==> src/rtl/seq_pkg.sv <==
// Shared opcode/state encodings and instruction field positions for the
// microcode sequencer.
package seq_pkg;

  localparam int INSTR_W = 40;
  localparam int OP_MSB  = 39;
  localparam int OP_LSB  = 36;
  localparam int SEL_MSB = 35;
  localparam int SEL_LSB = 32;
  localparam int IMM_MSB = 31;
  localparam int IMM_LSB = 0;

  typedef enum logic [3:0] {
    OP_NOP     = 4'd0,
    OP_LDCNT   = 4'd1,
    OP_LOOP    = 4'd2,
    OP_JMP     = 4'd3,
    OP_AGSET   = 4'd4,
    OP_AGADD   = 4'd5,
    OP_RUN     = 4'd6,
    OP_SETCTRL = 4'd7,
    OP_HALT    = 4'd8
  } opcode_e;

  typedef enum logic [2:0] {
    ST_IDLE   = 3'd0,
    ST_FETCH  = 3'd1,
    ST_EXEC   = 3'd2,
    ST_WAIT   = 3'd3,
    ST_HALTED = 3'd4
  } state_e;

  function automatic logic op_is_legal(input logic [3:0] op);
    return (op <= 4'd8);
  endfunction

endpackage

==> src/rtl/seq_agen.sv <==
// Single stride address generator: absolute load or modular add, value held
// otherwise.
module seq_agen
  import seq_pkg::*;
#(
  parameter int AW = 16
) (
  input  logic          clk,
  input  logic          rst,
  input  logic          clr,
  input  logic          ld,
  input  logic          add,
  input  logic [AW-1:0] din,
  output logic [AW-1:0] q
);

  logic [AW-1:0] val_q, val_d;

  // next value: load wins over add, otherwise hold
  always_comb begin
    val_d = val_q;
    if (ld) begin
      val_d = din;
    end else if (add) begin
      val_d = val_q + din;
    end else begin
      val_d = val_q;
    end
  end

  // state register, cleared by reset or purge
  always_ff @(posedge clk) begin
    if (rst || clr) begin
      val_q <= '0;
    end else begin
      val_q <= val_d;
    end
  end

  assign q = val_q;

endmodule

==> src/rtl/seq_core.sv <==
// Microcode sequencer: fetch/execute FSM with loop counters, address
// generators, static control word and a START/BUSY unit handshake.
module seq_core
  import seq_pkg::*;
#(
  parameter int PCW    = 14,
  parameter int CW     = 8,
  parameter int N_CNT  = 4,
  parameter int AW     = 16,
  parameter int N_AG   = 3,
  parameter int N_UNIT = 3,
  parameter int SIGW   = 24
) (
  input  logic                 CLK,
  input  logic                 RST,
  input  logic                 START,
  input  logic                 PURGE,
  input  logic [INSTR_W-1:0]   QI,
  output logic [PCW-1:0]       RADDRI,
  output logic                 RCEBI,
  output logic [N_UNIT-1:0]    UNIT_START,
  input  logic [N_UNIT-1:0]    UNIT_BUSY,
  output logic [N_AG*AW-1:0]   AG_OUT,
  output logic [SIGW-1:0]      CTRL,
  output logic                 BUSY,
  output logic                 DONE,
  output logic                 ERR
);

  state_e             state_q, state_d;
  logic [PCW-1:0]     pc_q, pc_d, pc_inc_s;
  logic [CW-1:0]      cnt_q [N_CNT];
  logic [CW-1:0]      cnt_d [N_CNT];
  logic [CW-1:0]      cnt_sel_s;
  logic [SIGW-1:0]    ctrl_q, ctrl_d;
  logic               err_q, err_d;
  logic [PCW-1:0]     raddr_q, raddr_d;
  logic               rcebi_q, rcebi_d;
  logic [N_UNIT-1:0]  ustart_q, ustart_d, mask_q, mask_d;
  logic [N_AG-1:0]    ag_ld_s, ag_add_s;

  opcode_e            op_s;
  logic [3:0]         sel_s;
  logic [31:0]        imm_s;
  logic               illegal_s, unused_imm_s;

  assign op_s         = opcode_e'(QI[OP_MSB:OP_LSB]);
  assign sel_s        = QI[SEL_MSB:SEL_LSB];
  assign imm_s        = QI[IMM_MSB:IMM_LSB];
  assign unused_imm_s = ^imm_s;
  assign pc_inc_s     = pc_q + PCW'(1);

  // selected counter value and illegal-instruction decode
  always_comb begin
    cnt_sel_s = '0;
    for (int i = 0; i < N_CNT; i++) begin
      cnt_sel_s = (sel_s == 4'(i)) ? cnt_q[i] : cnt_sel_s;
    end
    if (!op_is_legal(QI[OP_MSB:OP_LSB])) begin
      illegal_s = 1'b1;
    end else if (op_s == OP_LDCNT || op_s == OP_LOOP) begin
      illegal_s = (int'({28'd0, sel_s}) >= N_CNT);
    end else if (op_s == OP_AGSET || op_s == OP_AGADD) begin
      illegal_s = (int'({28'd0, sel_s}) >= N_AG);
    end else begin
      illegal_s = 1'b0;
    end
  end

  // fetch/execute next-state logic
  always_comb begin
    state_d  = state_q;
    pc_d     = pc_q;
    cnt_d    = cnt_q;
    ctrl_d   = ctrl_q;
    err_d    = err_q;
    mask_d   = mask_q;
    ustart_d = '0;
    ag_ld_s  = '0;
    ag_add_s = '0;
    case (state_q)
      ST_IDLE, ST_HALTED: begin
        if (START) begin
          state_d = ST_FETCH;
          pc_d    = '0;
          err_d   = 1'b0;
        end else begin
          state_d = state_q;
        end
      end
      ST_FETCH: state_d = ST_EXEC;
      ST_EXEC: begin
        state_d = ST_FETCH;
        pc_d    = pc_inc_s;
        if (illegal_s) begin
          state_d = ST_HALTED;
          pc_d    = pc_q;
          err_d   = 1'b1;
        end else begin
          case (op_s)
            OP_NOP: pc_d = pc_inc_s;
            OP_LDCNT: begin
              for (int i = 0; i < N_CNT; i++) begin
                cnt_d[i] = (sel_s == 4'(i)) ? imm_s[CW-1:0] : cnt_q[i];
              end
            end
            OP_LOOP: begin
              // counter at 0 or 1 falls through so a count of 0 still runs once
              if (cnt_sel_s <= CW'(1)) begin
                for (int i = 0; i < N_CNT; i++) begin
                  cnt_d[i] = (sel_s == 4'(i)) ? '0 : cnt_q[i];
                end
              end else begin
                for (int i = 0; i < N_CNT; i++) begin
                  cnt_d[i] = (sel_s == 4'(i)) ? cnt_sel_s - CW'(1) : cnt_q[i];
                end
                pc_d = imm_s[PCW-1:0];
              end
            end
            OP_JMP: pc_d = imm_s[PCW-1:0];
            OP_AGSET: begin
              for (int a = 0; a < N_AG; a++) begin
                ag_ld_s[a] = (sel_s == 4'(a));
              end
            end
            OP_AGADD: begin
              for (int a = 0; a < N_AG; a++) begin
                ag_add_s[a] = (sel_s == 4'(a));
              end
            end
            OP_RUN: begin
              if (imm_s[N_UNIT-1:0] != '0) begin
                state_d  = ST_WAIT;
                pc_d     = pc_q;
                ustart_d = imm_s[N_UNIT-1:0];
                mask_d   = imm_s[N_UNIT-1:0];
              end else begin
                pc_d = pc_inc_s;
              end
            end
            OP_SETCTRL: ctrl_d = imm_s[SIGW-1:0];
            OP_HALT: begin
              state_d = ST_HALTED;
              pc_d    = pc_q;
            end
            default: begin
              state_d = ST_HALTED;
              pc_d    = pc_q;
              err_d   = 1'b1;
            end
          endcase
        end
      end
      ST_WAIT: begin
        // the start-pulse cycle is skipped: units only report BUSY one cycle later
        if (ustart_q != '0) begin
          state_d = ST_WAIT;
        end else if ((UNIT_BUSY & mask_q) == '0) begin
          state_d = ST_FETCH;
          pc_d    = pc_inc_s;
        end else begin
          state_d = ST_WAIT;
        end
      end
      default: state_d = ST_IDLE;
    endcase
    if (PURGE) begin
      state_d  = ST_IDLE;
      pc_d     = '0;
      ctrl_d   = '0;
      err_d    = 1'b0;
      mask_d   = '0;
      ustart_d = '0;
      ag_ld_s  = '0;
      ag_add_s = '0;
      for (int i = 0; i < N_CNT; i++) begin
        cnt_d[i] = '0;
      end
    end else begin
      state_d = state_d;
    end
    rcebi_d = (state_d != ST_FETCH);
    if (PURGE) begin
      raddr_d = '0;
    end else if (state_d == ST_FETCH) begin
      raddr_d = pc_d;
    end else begin
      raddr_d = raddr_q;
    end
  end

  // sequencer state and registered outputs
  always_ff @(posedge CLK) begin
    if (RST) begin
      state_q  <= ST_IDLE;
      pc_q     <= '0;
      ctrl_q   <= '0;
      err_q    <= 1'b0;
      raddr_q  <= '0;
      rcebi_q  <= 1'b1;
      ustart_q <= '0;
      mask_q   <= '0;
      for (int i = 0; i < N_CNT; i++) begin
        cnt_q[i] <= '0;
      end
    end else begin
      state_q  <= state_d;
      pc_q     <= pc_d;
      ctrl_q   <= ctrl_d;
      err_q    <= err_d;
      raddr_q  <= raddr_d;
      rcebi_q  <= rcebi_d;
      ustart_q <= ustart_d;
      mask_q   <= mask_d;
      for (int i = 0; i < N_CNT; i++) begin
        cnt_q[i] <= cnt_d[i];
      end
    end
  end

  for (genvar a = 0; a < N_AG; a++) begin : g_agen
    seq_agen #(.AW(AW)) u_agen (
      .clk (CLK),
      .rst (RST),
      .clr (PURGE),
      .ld  (ag_ld_s[a]),
      .add (ag_add_s[a]),
      .din (imm_s[AW-1:0]),
      .q   (AG_OUT[a*AW +: AW])
    );
  end

  assign RADDRI     = raddr_q;
  assign RCEBI      = rcebi_q;
  assign UNIT_START = ustart_q;
  assign CTRL       = ctrl_q;
  assign ERR        = err_q;
  assign BUSY       = (state_q != ST_IDLE) && (state_q != ST_HALTED);
  assign DONE       = (state_q == ST_HALTED) && !err_q;

endmodule

==> config.mk <==
export PLATFORM = sky130hd
export DESIGN_NAME = seq_core
export DESIGN_NICKNAME = d
export VERILOG_FILES = /design/src/rtl/seq_pkg.sv /design/src/rtl/seq_agen.sv /design/src/rtl/seq_core.sv
export SDC_FILE = /design/constraint.sdc
export NUM_CORES = 1
export LEC_CHECK = 0
export CAP_MARGIN = 15
export CELL_PAD_IN_SITES_DETAIL_PLACEMENT = 2
export CELL_PAD_IN_SITES_GLOBAL_PLACEMENT = 2
export CORE_MARGIN = 2
export CORE_UTILIZATION = 32
export CTS_CLUSTER_DIAMETER = 50
export DETAILED_ROUTE_END_ITERATION = 10
export HOLD_SLACK_MARGIN = 0.05
export PLACE_DENSITY_LB_ADDON = 0.3
export SYNTH_ARGS = -nofsm -noshare
export SYNTH_HDL_FRONTEND = slang
export SYNTH_SLANG_ARGS = --single-unit
==> constraint.sdc <==
create_clock -name CLK -period 4 [get_ports CLK]
set_input_delay 0.4 -clock CLK [delete_from_list [all_inputs] [get_ports CLK]]
set_output_delay 0.4 -clock CLK [all_outputs]
set_load 0.1 [all_outputs]
==> summary.md, run 1 <==
| Metric | Value |
|---|---|
| Status | `completed` |
| CTS Sinks | `143` |
| Core Footprint | `roughly 27,000 sq um` |
| Num CTS Buffers | `17` |
| DR DRC count | `0` |
| Fin crit share | `87.9%` |
| CTS tree | `built` |
| Endpoint arrival time on the critical path | `between 3 and 4 ns` |
| Sum Neg Setup Slack | `0 ns` |
| Tmin final | `about 3.5 ns` |
| Top cells by area, synth | `dfxtp_1, a21oi_1, ha_1` |
| GRT overflow | `0` |
| Power Internal | `2.53 mW` |
| Worst path most repeated cell | `nor2_1` |
| Mapped cell area | `8790 sq um` |
| Hold_sp | `CTRL[2]` |
| Max Clock Skew | `around 0.016 ns` |
| R2R setup slack | `0.96 ns` |
| R2R Path End | `RADDRI[0]` |
| H-Tree Depth | `4` |
| Yosys Warn Count | `0` |
| PortBufs | `131` |
| Area Growth Syn to Fin | `27.1%` |
| CTS Hold Buffers Added | `0` |
| Synthesis-stage register bit count | `143` |
| RSZ-0062 raised after global routing | `no` |
| Pins Over Slew Limit | `0` |
| I/O Pins | `140` |
| CP startpoint | `QI[32]` |
| Starting Density | `32.6%` |
| Post-cts sizing count | `0` |
| Final setup viols | `0` |
| Share of cells above drive strength 1 | `under 10%` |
| Register area share after synthesis | `around a third` |
| Cell depth of the worst setup path | `13` |
| Maximum fanout along the worst path | `5` |
| All-Layer GR Usage | `25.4%` |
| Worst Path Buf+Inv | `3` |
| Part of the power in registers | `41.4%` |
| WP data required | `4.35 ns` |
| R2R cell count | `12` |
| Post-DP HPWL | `26.1 mm` |
| Die area | `roughly 29,000 sq um` |
| Wirelength, routed | `36.2 mm` |
| Max-cap violations | `0` |
| Worst r2r src | `cnt_q[16]` |
| Pre-Repair DR Iteration Count | `7` |
| Syn Nets | `1,195` |
| Die height | `roughly 170 microns` |
| First-pass GRT wire length | `56.7 mm` |
| Top-area cell type share of the netlist area | `32.6%` |
| Worst min path class | `register to register` |
| Critical path cell sequence | `clkdlybuf4s50_1, mux4_1, and2_1, inv_1, ha_1, nor2_1, nor4_1, a211oi_1, buf_4, o31a_1, o211ai_1, mux2i_1, nor2_1` |
| Largest net degree at the start of global routing | `between 60 and 70` |
| Cells on Worst Hold Path | `2` |
| Worst slew margin | `28.2%` |
| Mapped Cells | `1,097` |
| Worst path max stage delay | `0.69 ns` |
| Hold Fails Final Rpt | `0` |
| WHS | `0.456 ns` |
| Pwr per Cell Area | `310 nW/um^2` |
| Gate power share | `about 11%` |
| Static Leak | `4.03 nW` |
| Wire length per cell | `about 23 microns` |
| WHS Endpoint | `CTRL[2]` |
| Clk root buf | `clkbuf_16` |
| Crit Path Class | `primary input to register` |
| FP Rows | `60` |
| DR vias/cell | `a little under 6` |
| Clock transition at path regs | `roughly 0.06 ns` |
| Postcts setup bufs | `0` |
| Top FF cell, synth | `dfxtp_1` |
| Net switching fraction of the power | `27.0%` |
| IR drop worst, VDD | `between 0.2 and 0.25 mV` |
| Max clock buf depth | `2` |
| Vias in the first global route | `9,888` |
| Async SR Flop Fraction | `0%` |
| Netlist cell types | `77` |
| Startpoint types | `primary input` |
| Worst slew pin tran | `between 1 and 1.5 ns` |
| GPL Wtd Cong | `0.869` |
| FMAX | `between 0.2 and 0.3 GHz` |
| P_sw | `0.934 mW` |
| Post-route ant nets | `0` |
| Crit end category | `register` |
| Cell family with most CP delay | `buffers and inverters` |
| Initial antenna violation count | `0` |
| Worst skew pair latency | `around 0.43 ns` |
| Vias | `about 9,200` |
| Clock power frac | `47.2%` |
| Post-synth top area cell | `dfxtp_1` |
| Number of synthesized flops with an enable pin | `0` |
| Slowest stage cell, crit path | `clkdlybuf4s50_1` |
| Die X | `~170 microns` |
| Nets | `1,327` |
| Syn avg cell area | `between 8 and 9 sq um` |
| DRC marker count from the first detailed-route iteration | `around 510` |
[cell usage after synthesis (7+ instances only)]
library cell / number
dfxtp_1: 143
nor2_1: 139
a21oi_1: 129
nand2_1: 101
a211oi_1: 70
o21ai_0: 60
clkbuf_1: 48
ha_1: 48
nor3_1: 31
xnor2_1: 28
nand3_1: 19
inv_1: 18
nor2b_1: 17
mux2i_1: 16
xor2_1: 15
a31oi_1: 13
nand2b_1: 10
or3_1: 10
and3_1: 9
a22oi_1: 8
and2_1: 8
o211ai_1: 8
a21o_1: 7
o21a_1: 7
[final cells by class]
cell class              count  area [sq um]
diodes                      1          2.50
clock buffers              22           474
clock inverters             9           109
fillers                  3075         15800
inverters                  18          67.6
multi-input cells         873          5590
flip-flops and latches    143          2860
well taps                 341           427
repair buffers            176          1640
[layout by cell type (no fill, tap or decap), types with 15 or more instances in the layout]
master	n
nor3_1	30
mux2i_1	16
nor2_1	136
xnor2_1	28
a21oi_1	129
nand3_1	19
xor2_1	15
a211oi_1	70
nand2_1	101
clkdlybuf4s50_1	130
buf_4	45
o21ai_0	60
ha_1	48
dfxtp_1	143
clkbuf_16	17
nor2b_1	17
inv_1	18
[registers in the layout, indices dropped and copies added, names as in the netlist]
register and count:
g_agen.u_agen.q 48, cnt_q 32, CTRL 24, RADDRI 14
pc_q 14, UNIT_START 3, mask_q 3, state_q 3
ERR 1, RCEBI 1
[power groups by stage]
stage          sequential, mW  combinational (mW)  clock [mW]
6_report                 1.43               0.394        1.63
5_1_grt                  1.43               0.422        1.72
4_1_cts                  1.43               0.392        1.67
3_5_place_dp             1.46               0.387           0
3_3_place_gp             1.46               0.377           0
2_1_floorplan            1.49               0.194           0
[worst max-delay path by stage]
stage	end	slack [ns]
finish	RADDRI[0]	0.48
global route	g_agen[1].u_agen.q[15]	0.24
CTS	RADDRI[0]	0.48
detailed placement	RADDRI[0]	0.10
global placement	g_agen[0].u_agen.q[15]	0.25
floorplan	DONE	0.31
[tightest hold or removal path, cell delays in order (launching register included)]
cell and delay [ns]:
dfxtp_1 0.31, nand2_1 0.05, a21oi_1 0.05
[cells by family after synthesis]
logic type / synth area share [%]
multiplexers: 4.04
XOR/XNOR: 4.28
AND/OR/NAND/NOR: 21.0
adder cells (fa/ha/maj): 7.52
buffers and inverters: 4.01
AO/OA/AOI/OAI: 26.6
flip-flops: 32.6
[layer usage]
layer	track usage (%)	wire, microns	vias up
li1	-	-	4296
met1	31.6	15900	4686
met2	44.4	17900	191
met3	4.22	1350	68
met4	8.99	1060	0
met5	0	0	-
[through the flow]
step	utilization, %	total power [mW]	cells	setup slack, ns	cell area, sq um
5_1_grt	41.5	3.58	1582	0.241	11200
3_3_place_gp	39.3	1.84	1551	0.249	10600
4_1_cts	41.5	3.49	1582	0.480	11200
6_report	41.5	3.46	1583	0.483	11200
2_1_floorplan	-	1.68	1097	0.312	8790
3_5_place_dp	39.3	1.85	1551	0.104	10600
Note: power is estimated with default switching activity, not from simulation.
==> run 2: changes to the inputs <==
--- a/config.mk
+++ b/config.mk
@@ -10,7 +10,7 @@
 export CELL_PAD_IN_SITES_GLOBAL_PLACEMENT = 2
 export CORE_MARGIN = 2
 export CORE_UTILIZATION = 32
-export CTS_CLUSTER_DIAMETER = 50
+export CTS_CLUSTER_DIAMETER = 100
 export DETAILED_ROUTE_END_ITERATION = 10
 export HOLD_SLACK_MARGIN = 0.05
 export PLACE_DENSITY_LB_ADDON = 0.3
==> results of run 2 <==
The final DEF is identical to that of run 1; final timing and power are the same.
==> run 3: changes to the inputs <==
--- a/config.mk
+++ b/config.mk
@@ -16,4 +16,6 @@
 export PLACE_DENSITY_LB_ADDON = 0.3
 export SYNTH_ARGS = -nofsm -noshare
 export SYNTH_HDL_FRONTEND = slang
+export SYNTH_HIERARCHICAL = 1
 export SYNTH_SLANG_ARGS = --single-unit
+export TNS_END_PERCENT = 30
==> run 3 against run 2 <==
Total power up 3.9%. Wire length increased by 13%. Final area rose by 8.0%. Sequential share of layout area is 1.9 points lower. Largest power group unchanged. Sequential power about the same.
==> summary.md, run 3 <==
| Metric | Value |
|---|---|
| Final setup viols | `0 (unchanged)` |
| Post-Synth Simple-Gate Area | `22.6% (+1.6 points)` |
| Post-DP HPWL | `30.4 mm (+16%)` |
| Register area share after synthesis | `29.9% (-2.7 points)` |
| Top FF cell, synth | `dfxtp_1` |
| Worst slew margin | `27.8% (-0.38 points)` |
| Async SR Flop Fraction | `0% (unchanged)` |
| Die height | `177 microns (+4.3%)` |
| FMAX | `0.294 GHz (+3.3%)` |
| Synth Area in Compound Gates | `29.0% (+2.3 points)` |
| Wire length per cell | `23.5 microns (+2.7%)` |
| Max reg flops | `48 (unchanged)` |
| Clock transition at path regs | `0.07 ns (about the same)` |
| Part of the power in registers | `39.9% (-1.5 points)` |
| Net switching fraction of the power | `28.4% (+1.4 points)` |
| WP data required | `4.34 ns (about the same)` |
| RSZ-0062 raised after global routing | `no` |
| Main combinational cell family by area after synthesis | `compound AO/OA/AOI/OAI gates` |
| Most common cell after layout, fill and taps aside | `a21oi_1` |
| Largest net degree at the start of global routing | `36 (-45%)` |
| Vias in the first global route | `11,100 (+13%)` |
| Max Clock Skew | `0.00977 ns (-0.00649 ns)` |
| CTS tree | `built` |
| Pwr per Cell Area | `298 nW/um^2 (-3.8%)` |
| Top post-synthesis cells by count | `a21oi_1, dfxtp_1, nand2_1` |
| Postcts setup bufs | `0 (unchanged)` |
| Top cells by area, synth | `dfxtp_1, a21oi_1, ha_1` |
| Multiplexer share of the synthesized area | `3.25% (-0.79 points)` |
| H-Tree Depth | `4 (unchanged)` |
| Power Internal | `2.57 mW (+1.9%)` |
| Commonest non-fill, non-tap cells in the layout | `a21oi_1, dfxtp_1, nand2_1` |
| Yosys Warn Count | `6 (+6)` |
| CTS Sinks | `143 (unchanged)` |
| Synth Area in XOR/XNOR | `3.84% (-0.44 points)` |
| Synthesis-stage register bit count | `143 (unchanged)` |
| Vias | `10,300 (+11%)` |
| IR drop worst, VDD | `0.263 mV (+12%)` |
| DR DRC count | `0 (unchanged)` |
| Wirelength, routed | `41.0 mm (+13%)` |
| FP Rows | `63 (+5.0%)` |
| Share of cells above drive strength 1 | `10.1% (+1.9 points)` |
| Clk root buf | `clkbuf_16` |
| Post-route ant nets | `0 (unchanged)` |
| Core Footprint | `29,600 sq um (+9.7%)` |
| Max-cap violations | `0 (unchanged)` |
| First-pass GRT wire length | `64.6 mm (+14%)` |
| Hold Fails Final Rpt | `0 (unchanged)` |
| Max clock buf depth | `2 (unchanged)` |
| Syn avg cell area | `7.84 sq um (-2.2%)` |
| Most frequent cell after synthesis | `a21oi_1` |
| DRC marker count from the first detailed-route iteration | `570 (+12%)` |
| Die X | `177 microns (+4.3%)` |
| Startpoint types | `register` |
| Endpoint arrival time on the critical path | `3.74 ns (-0.13 ns)` |
| GPL Wtd Cong | `0.844 (-2.9%)` |
| PortBufs | `131 (unchanged)` |
| Starting Density | `32.4% (-0.22 points)` |
| Antenna Cells | `0 (-1)` |
| Status | `completed` |
| GRT overflow | `0 (unchanged)` |
| Syn Nets | `1,320 (+10%)` |
| Sum Neg Setup Slack | `0 ns (unchanged)` |
| Num CTS Buffers | `17 (unchanged)` |
| CTS Hold Buffers Added | `0 (unchanged)` |
| Number of synthesized flops with an enable pin | `0 (unchanged)` |
| Post-synth top area cell | `dfxtp_1` |
| Top-area cell type share of the netlist area | `29.9% (-2.7 points)` |
| Area Growth Syn to Fin | `26.1%` |
| WHS | `0.458 ns (+0.00175 ns)` |
| Clock power frac | `48.5% (+1.3 points)` |
| Tmin final | `3.40 ns (-0.112 ns)` |
| Crit end category | `register` |
| Mapped cell area | `9580 sq um (+8.9%)` |
| All-Layer GR Usage | `26.8% (+1.4 points)` |
| Pins Over Slew Limit | `0 (unchanged)` |
| Worst skew pair latency | `0.45 ns (+0.02 ns)` |
| P_sw | `1.02 mW (+9.3%)` |
| Post-cts sizing count | `0 (unchanged)` |
| Post-route insts no fill | `1,749 (+10%)` |
| DR vias/cell | `5.87 (+0.53%)` |
| Initial antenna violation count | `1 (+1)` |
| Pre-Repair DR Iteration Count | `6 (-1)` |
| Worst min path class | `register to register` |
| Nets | `1,444 (+8.8%)` |
| Maximum fanout along the worst path | `12 (+7)` |
| Crit Path Class | `register to register` |
| I/O Pins | `140 (unchanged)` |
| Netlist cell types | `86 (+12%)` |
| Static Leak | `4.24 nW (+5.1%)` |
| Placed Cells | `1,717 (+11%)` |
| Mapped Cells | `1,222 (+11%)` |
| Fin crit share | `85.1% (-2.8 points)` |
| Worst slew pin tran | `1.08 ns (+0.00903 ns)` |
| Die area | `31,300 sq um (+8.7%)` |
| Gate power share | `11.6% (+0.2 points)` |
| Post-Synth Adder-Cell Area | `6.90% (-0.62 points)` |
-- run 3: cell count changes after synthesis, sizes merged, moves of 7 or more --
cell | before | now
nor2 | 141 | 99
nand2 | 101 | 139
a211oi | 72 | 36
a21oi | 130 | 153
nor3b | 6 | 26
clkbuf | 48 | 63
nand4 | 5 | 18
o22ai | 4 | 16
a31oi | 13 | 24
a221oi | 0 | 10
a21o | 7 | 15
inv | 18 | 26
o21ai | 61 | 69
nor3 | 33 | 40
-- run 3: path summary, 6_finish.rpt --
check | end | startpoint | slack, ns | depth (start not counted)
worst min-delay path | CTRL[2] | CTRL[2] | 0.46 | 2
worst min register to register | CTRL[2] | CTRL[2] | 0.46 | 2
worst max-delay path | g_agen[1].u_agen/q[11] | state_q[1] | 0.60 | 10
worst max register to register | g_agen[1].u_agen/q[11] | state_q[1] | 0.60 | 10
-- run 3: worst max-delay path, stage by stage (launching register included) --
cell and delay [ns]:
dfxtp_1 0.53, or3b_2 0.65, nor2_1 0.35, nand4_1 0.27, nor2_1 0.27, inv_1 0.08, or3_1 0.48, buf_4 0.22
nor4_1 0.27, nand2_1 0.07, o311ai_0 0.09
-- run 3: cell families (layout without fill, tap and decap cells) --
logic type / after synthesis / count (layout)
compound gates: 421 / 421
xor+xnor: 42 / 42
fa+ha+maj: 51 / 51
buf+inv: 106 / 243
flops: 143 / 143
mux: 21 / 21
simple gates: 438 / 438
-- run 3: area by class of cell --
type / instances / area [sq um]
well taps: 390 / 488
fillers: 3376 / 17500
repair buffers: 185 / 1720
flip-flops and latches: 143 / 2860
clock inverters: 14 / 181
clock buffers: 18 / 439
multi-input cells: 973 / 6290
inverters: 26 / 97.6
-- run 3: power groups by stage --
stage	clock (mW)	combinational [mW]	sequential (mW)
final	1.74	0.416	1.44
after global routing	1.85	0.447	1.44
after CTS	1.78	0.414	1.44
after detailed placement	0	0.409	1.47
after global placement	0	0.400	1.47
after floorplan	0	0.194	1.50
-- run 3: through the flow --
step	total power, mW	instance area [sq um]	setup WS [ns]	util [%]
3_3_place_gp	1.87	11500	0.328	38.8
5_1_grt	3.73	12100	0.391	40.9
2_1_floorplan	1.69	9580	0.250	-
6_report	3.60	12100	0.595	40.9
4_1_cts	3.63	12100	0.601	40.9
3_5_place_dp	1.88	11500	0.188	38.8
-- run 3: metal layers --
layer / vias up / part of all wire [%] / track usage [%]
li1: 4794 / - / -
met1: 5210 / 44 / 33.5
met2: 199 / 49 / 46.1
met3: 59 / 4.1 / 4.90
met4: 2 / 2.7 / 9.09
met5: - / 0.032 / 0
